### src/rtl/button_conditioner.sv
`default_nettype none
// ============================================================================
// Module   : button_conditioner
// Brief    : Synchronise, debounce and edge-detect a raw push-button input,
//            with an 8-bit count of accepted presses.
// Revision : 1.0 - initial release
// ============================================================================
module button_conditioner #(
  parameter int STABLE_COUNT = 1000000,
  parameter int CTR_WIDTH    = 20,
  parameter bit ACTIVE_LOW   = 1'b1
) (
  input  logic       clk,
  input  logic       rst,
  input  logic       button_in,
  output logic       pressed,
  output logic       press_pulse,
  output logic       release_pulse,
  output logic [7:0] press_count
);

  localparam logic                 c_released_level = ACTIVE_LOW;
  localparam logic [CTR_WIDTH-1:0] c_last_count     = CTR_WIDTH'(STABLE_COUNT - 1);

  typedef enum logic [1:0] {
    IDLE         = 2'd0,
    PRESS_WAIT   = 2'd1,
    PRESSED      = 2'd2,
    RELEASE_WAIT = 2'd3
  } state_t;

  logic                 r_s1;
  logic                 r_s2;
  logic                 w_lvl;
  state_t               r_state;
  logic [CTR_WIDTH-1:0] r_counter;

  // Two-flop synchroniser; resets to the released level so reset never looks like a press.
  always_ff @(posedge clk or posedge rst) begin
    if (rst) begin
      r_s1 <= c_released_level;
      r_s2 <= c_released_level;
    end else begin
      r_s1 <= button_in;
      r_s2 <= r_s1;
    end
  end

  assign w_lvl = r_s2 ^ ACTIVE_LOW;

  always_ff @(posedge clk or posedge rst) begin
    if (rst) begin
      r_state       <= IDLE;
      r_counter     <= '0;
      pressed       <= 1'b0;
      press_pulse   <= 1'b0;
      release_pulse <= 1'b0;
      press_count   <= 8'd0;
    end else begin
      press_pulse   <= 1'b0;
      release_pulse <= 1'b0;
      case (r_state)
        IDLE: begin
          if (w_lvl) begin
            r_state   <= PRESS_WAIT;
            r_counter <= '0;
          end
        end
        PRESS_WAIT: begin
          if (!w_lvl) begin
            r_state   <= IDLE;
            r_counter <= '0;
          end else if (r_counter == c_last_count) begin
            r_state     <= PRESSED;
            pressed     <= 1'b1;
            press_pulse <= 1'b1;
            press_count <= press_count + 8'd1;
          end else begin
            r_counter <= r_counter + 1'b1;
          end
        end
        PRESSED: begin
          if (!w_lvl) begin
            r_state   <= RELEASE_WAIT;
            r_counter <= '0;
          end
        end
        RELEASE_WAIT: begin
          if (w_lvl) begin
            r_state   <= PRESSED;
            r_counter <= '0;
          end else if (r_counter == c_last_count) begin
            r_state       <= IDLE;
            pressed       <= 1'b0;
            release_pulse <= 1'b1;
          end else begin
            r_counter <= r_counter + 1'b1;
          end
        end
        default: begin
          r_state   <= IDLE;
          r_counter <= '0;
        end
      endcase
    end
  end

endmodule
`default_nettype wire

### config.mk
export PLATFORM = sky130hd
export DESIGN_NAME = button_conditioner
export DESIGN_NICKNAME = d
export VERILOG_FILES = /design/src/rtl/button_conditioner.sv
export SDC_FILE = /design/constraint.sdc
export NUM_CORES = 1
export LEC_CHECK = 0
export ABC_CLOCK_PERIOD_IN_PS = 2500
export CAP_MARGIN = 10
export CORE_AREA = 5 5 67 84
export CTS_BUF_LIST = sky130_fd_sc_hd__clkbuf_8
export DETAILED_ROUTE_END_ITERATION = 7
export DIE_AREA = 0 0 72 89
export PLACE_DENSITY = 0.63
export SKIP_CTS_REPAIR_TIMING = 1
export SLEW_MARGIN = 5
export SYNTH_ARGS = -nofsm -noshare
export SYNTH_HDL_FRONTEND = slang
export SYNTH_SLANG_ARGS = --single-unit
### constraint.sdc
create_clock -name clk -period 2.5 [get_ports clk]
set_input_delay 0.375 -clock clk [delete_from_list [all_inputs] [get_ports clk]]
set_output_delay 0.375 -clock clk [all_outputs]
set_load 0.02 [all_outputs]
==> results.yml <==
grt:
  grt_first_pass_wirelength_um: 6940
  number_of_antenna_violations_at_the_first_check_in_global_routing: 0
  grt_start_max_net_pins: 36
  first_global_vias: 1451
  grt_usage: 0.139
  grt_overflow_total: 0
critical_path:
  timing.setup.critical_path_class: "flip-flop to flip-flop"
  crit_path_buffers_inverters: 0
  cp_top_family: "simple AND/OR/NAND/NOR gates"
  cp.required_ns: 2.67
  critPathLaunchType: "flip-flop"
  crit_path_end_kind: "flip-flop"
  timing.critical_path.cells: "nor4_4, nand4b_2, nor3_2, mux2_2"
  timing.critical_path.fanout_max: 8
  slowest_delay_ns: 0.46
  critPathSlowestCell: "dfrtp_1"
  critical_path_arrival_ns: 2.06
sta:
  slack_of_the_critical_path_ns: 0.612
  final-setup-viol-count: 0
  fin_tns_setup_ns: 0
  timing.hold.ws_ns: 0.355
  f_max_ghz: 0.530
  max-slew-margin-rel: 0.670
  min_period_ns: 1.89
  min_period_over_period: 0.755
  timing_hold_violations_final: 0
  finalClockSkew_ns: 0.00769
  timing.final.max_slew_violations: 0
  rsz_0062_raised_after_global_routing: "no"
  worstMarginPinSlew_ns: 0.493
synthesis:
  warning_count_from_the_yosys_run: 0
  ys.flop_type: "dfrtp_1"
  netlist_top_cells_count: "dfrtp_1, nand2_1, xnor2_1, nand4_1, nor2_1"
  proportion_of_synthesized_flip_flops_having_asynchronous_set_or_reset: 1.00
  syn_area_sq_um: 1840
  synth.most_common_cell: "dfrtp_1"
  ys_types: 39
  synth_area_leader_cell: "dfrtp_1"
  synth_fp_nets: 192
  ys_ff_latch: 35
  yosys-top-cells-area: "dfrtp_1, xnor2_1, nand4_1, nand2_1, xor2_1"
  synth-edff-count: 0
  synthesis.area_per_instance_sq_um: 9.82
  synth_cells: 187
  seq_area_frac_synth: 0.479
  yosysTopAreaCellShare: 0.450
route:
  viasPerCell: 5.39
  drtAntennaViolNets: 0
  detailroute.via_count: 1440
  drt_iter0_markers: 53
  number_of_remaining_drc_errors: 0
  wl_per_cell_um: 14.5
  pre_antenna_drt_iters: 4
  routed_wl_um: 3880
pwr:
  power_leakage_nw: 0.876
  power_switching_mw: 0.234
  power_frac_clock: 0.393
  power.switching_fraction: 0.225
  power_frac_seq: 0.557
  finalPower_mw: 1.04
  internal_mw: 0.808
  peakVddDrop_v: 0.000351
  comb_power_share: 0.049
  power_density_nw_per_um2: 486
clocking:
  cts-buffers-inserted: 5
  clockBufferDepth: 2
  htree_levels: 2
  ctsRootBufferMaster: "clkbuf_8"
  worstSkewPairLatency_ns: 0.29
  clk_pin_slew_worst_paths_ns: 0.07
  cts_tree: "yes"
  numClockSinks: 35
finish:
  seq_area_sq_um: 878
  antennaDiodeCount: 0
  drive_gt1_frac: 0.116
  cell_area_after_layout_sq_um: 2140
  multi_input_comb_area_sq_um: 921
  final.fill_count: 478
  final_net_count: 211
  growth_of_design_area_from_synthesis_to_finish_pct: 16.8
placement:
  pre_cts_ws_ns: 0.593
  postPlaceCellArea_sq_um: 2050
  port_buffers: 13
  gp_congestion: 0.822
  place_hpwl_um: 2810
floorplan:
  io_pins: 14
  floorplan.initialDensity: 0.391
  floorplan.die.width_um: 72
  die_h_um: 89
  die-area_sq_um: 6410
  placement_rows: 28
  placeableCoreArea_sq_um: 4690
job:
  maxCapViolCount: 0
hold_path:
  holdCritPathClass: "flip-flop to flip-flop"
outcome:
  run_status: "finished clean"
## worst paths after layout
check,startpoint,to,slack [ns],depth (start not counted)
worst max-delay path,r_counter[6],press_count[1],0.61,4
worst min-delay path,r_s1,r_s2,0.35,0
worst max register to register,r_counter[6],press_count[1],0.61,4
worst min register to register,r_s1,r_s2,0.35,0
max in group asynchronous,rst,r_s1,1.68,3
min in group asynchronous,rst,r_counter[18],0.48,3
## metal layers
metal	part of all wire	global-route usage	vias up
met5	0	0	-
met1	0.43	0.166	695
met3	0.031	0.0337	6
met2	0.52	0.242	23
li1	-	-	716
met4	0.016	0.0530	0
## cell usage in the layout, fill, tap and decap left out, types with 5 or more instances in the layout
cell | synthesis | routed
o21ai_0 | 10 | 10
dfrtp_1 | 33 | 33
xor2_1 | 7 | 7
buf_4 | 0 | 5
clkbuf_8 | 0 | 6
nand4_1 | 13 | 13
nor2_1 | 13 | 13
nor3_1 | 7 | 7
clkdlybuf4s50_1 | 0 | 13
o22ai_1 | 6 | 6
a21oi_1 | 6 | 6
xnor2_1 | 14 | 14
nand3_1 | 9 | 9
nand2_1 | 21 | 21
## per-stage QoR
step           utilization  instances
4_1_cts              0.457        267
5_1_grt              0.457        267
6_report             0.457        267
2_1_floorplan            -        187
3_3_place_gp         0.437        259
3_5_place_dp         0.437        259
## registers in the layout (all words and copies together), names as in the netlist, named ones only
register	flops
r_s2	1
r_state	1
release_pulse	1
press_count	8
r_s1	1
r_counter	20
press_pulse	1
pressed	1
## power by group through the flow
| stage | Clock, mW | Combinational, mW | Sequential (mW) |
|---|---|---|---|
| finish | 0.410 | 0.0513 | 0.581 |
| global route | 0.463 | 0.0581 | 0.582 |
| CTS | 0.431 | 0.0528 | 0.581 |
| detailed placement | 0 | 0.0527 | 0.591 |
| global placement | 0 | 0.0530 | 0.592 |
| floorplan | 0 | 0.0341 | 0.588 |
## worst reg2reg max path: stages (launching register included)
cell and delay [ns]:
dfrtp_1 0.46, nor4_4 0.33, nand4b_2 0.19, nor3_2 0.42
mux2_2 0.38
## layout make-up
cell class / count / area share
clock buffer: 6 / 0.0385
inverter: 3 / 0.00525
clock inverter: 2 / 0.00408
timing repair buffer: 18 / 0.0782
multi-input combinational: 143 / 0.429
tap: 60 / 0.0350
sequential: 35 / 0.410
## cell families (layout without fill, tap and decap cells)
| kind of cell | after synthesis | count (layout) | synth area share |
|---|---|---|---|
| compound gates | 29 | 29 | 0.0941 |
| xor+xnor | 22 | 22 | 0.109 |
| fa+ha+maj | 2 | 2 | 0.0136 |
| buf+inv | 9 | 29 | 0.0198 |
| flops | 35 | 35 | 0.479 |
| mux | 1 | 1 | 0.00613 |
| simple gates | 89 | 89 | 0.279 |
Note: power is estimated with default switching activity, not from simulation.
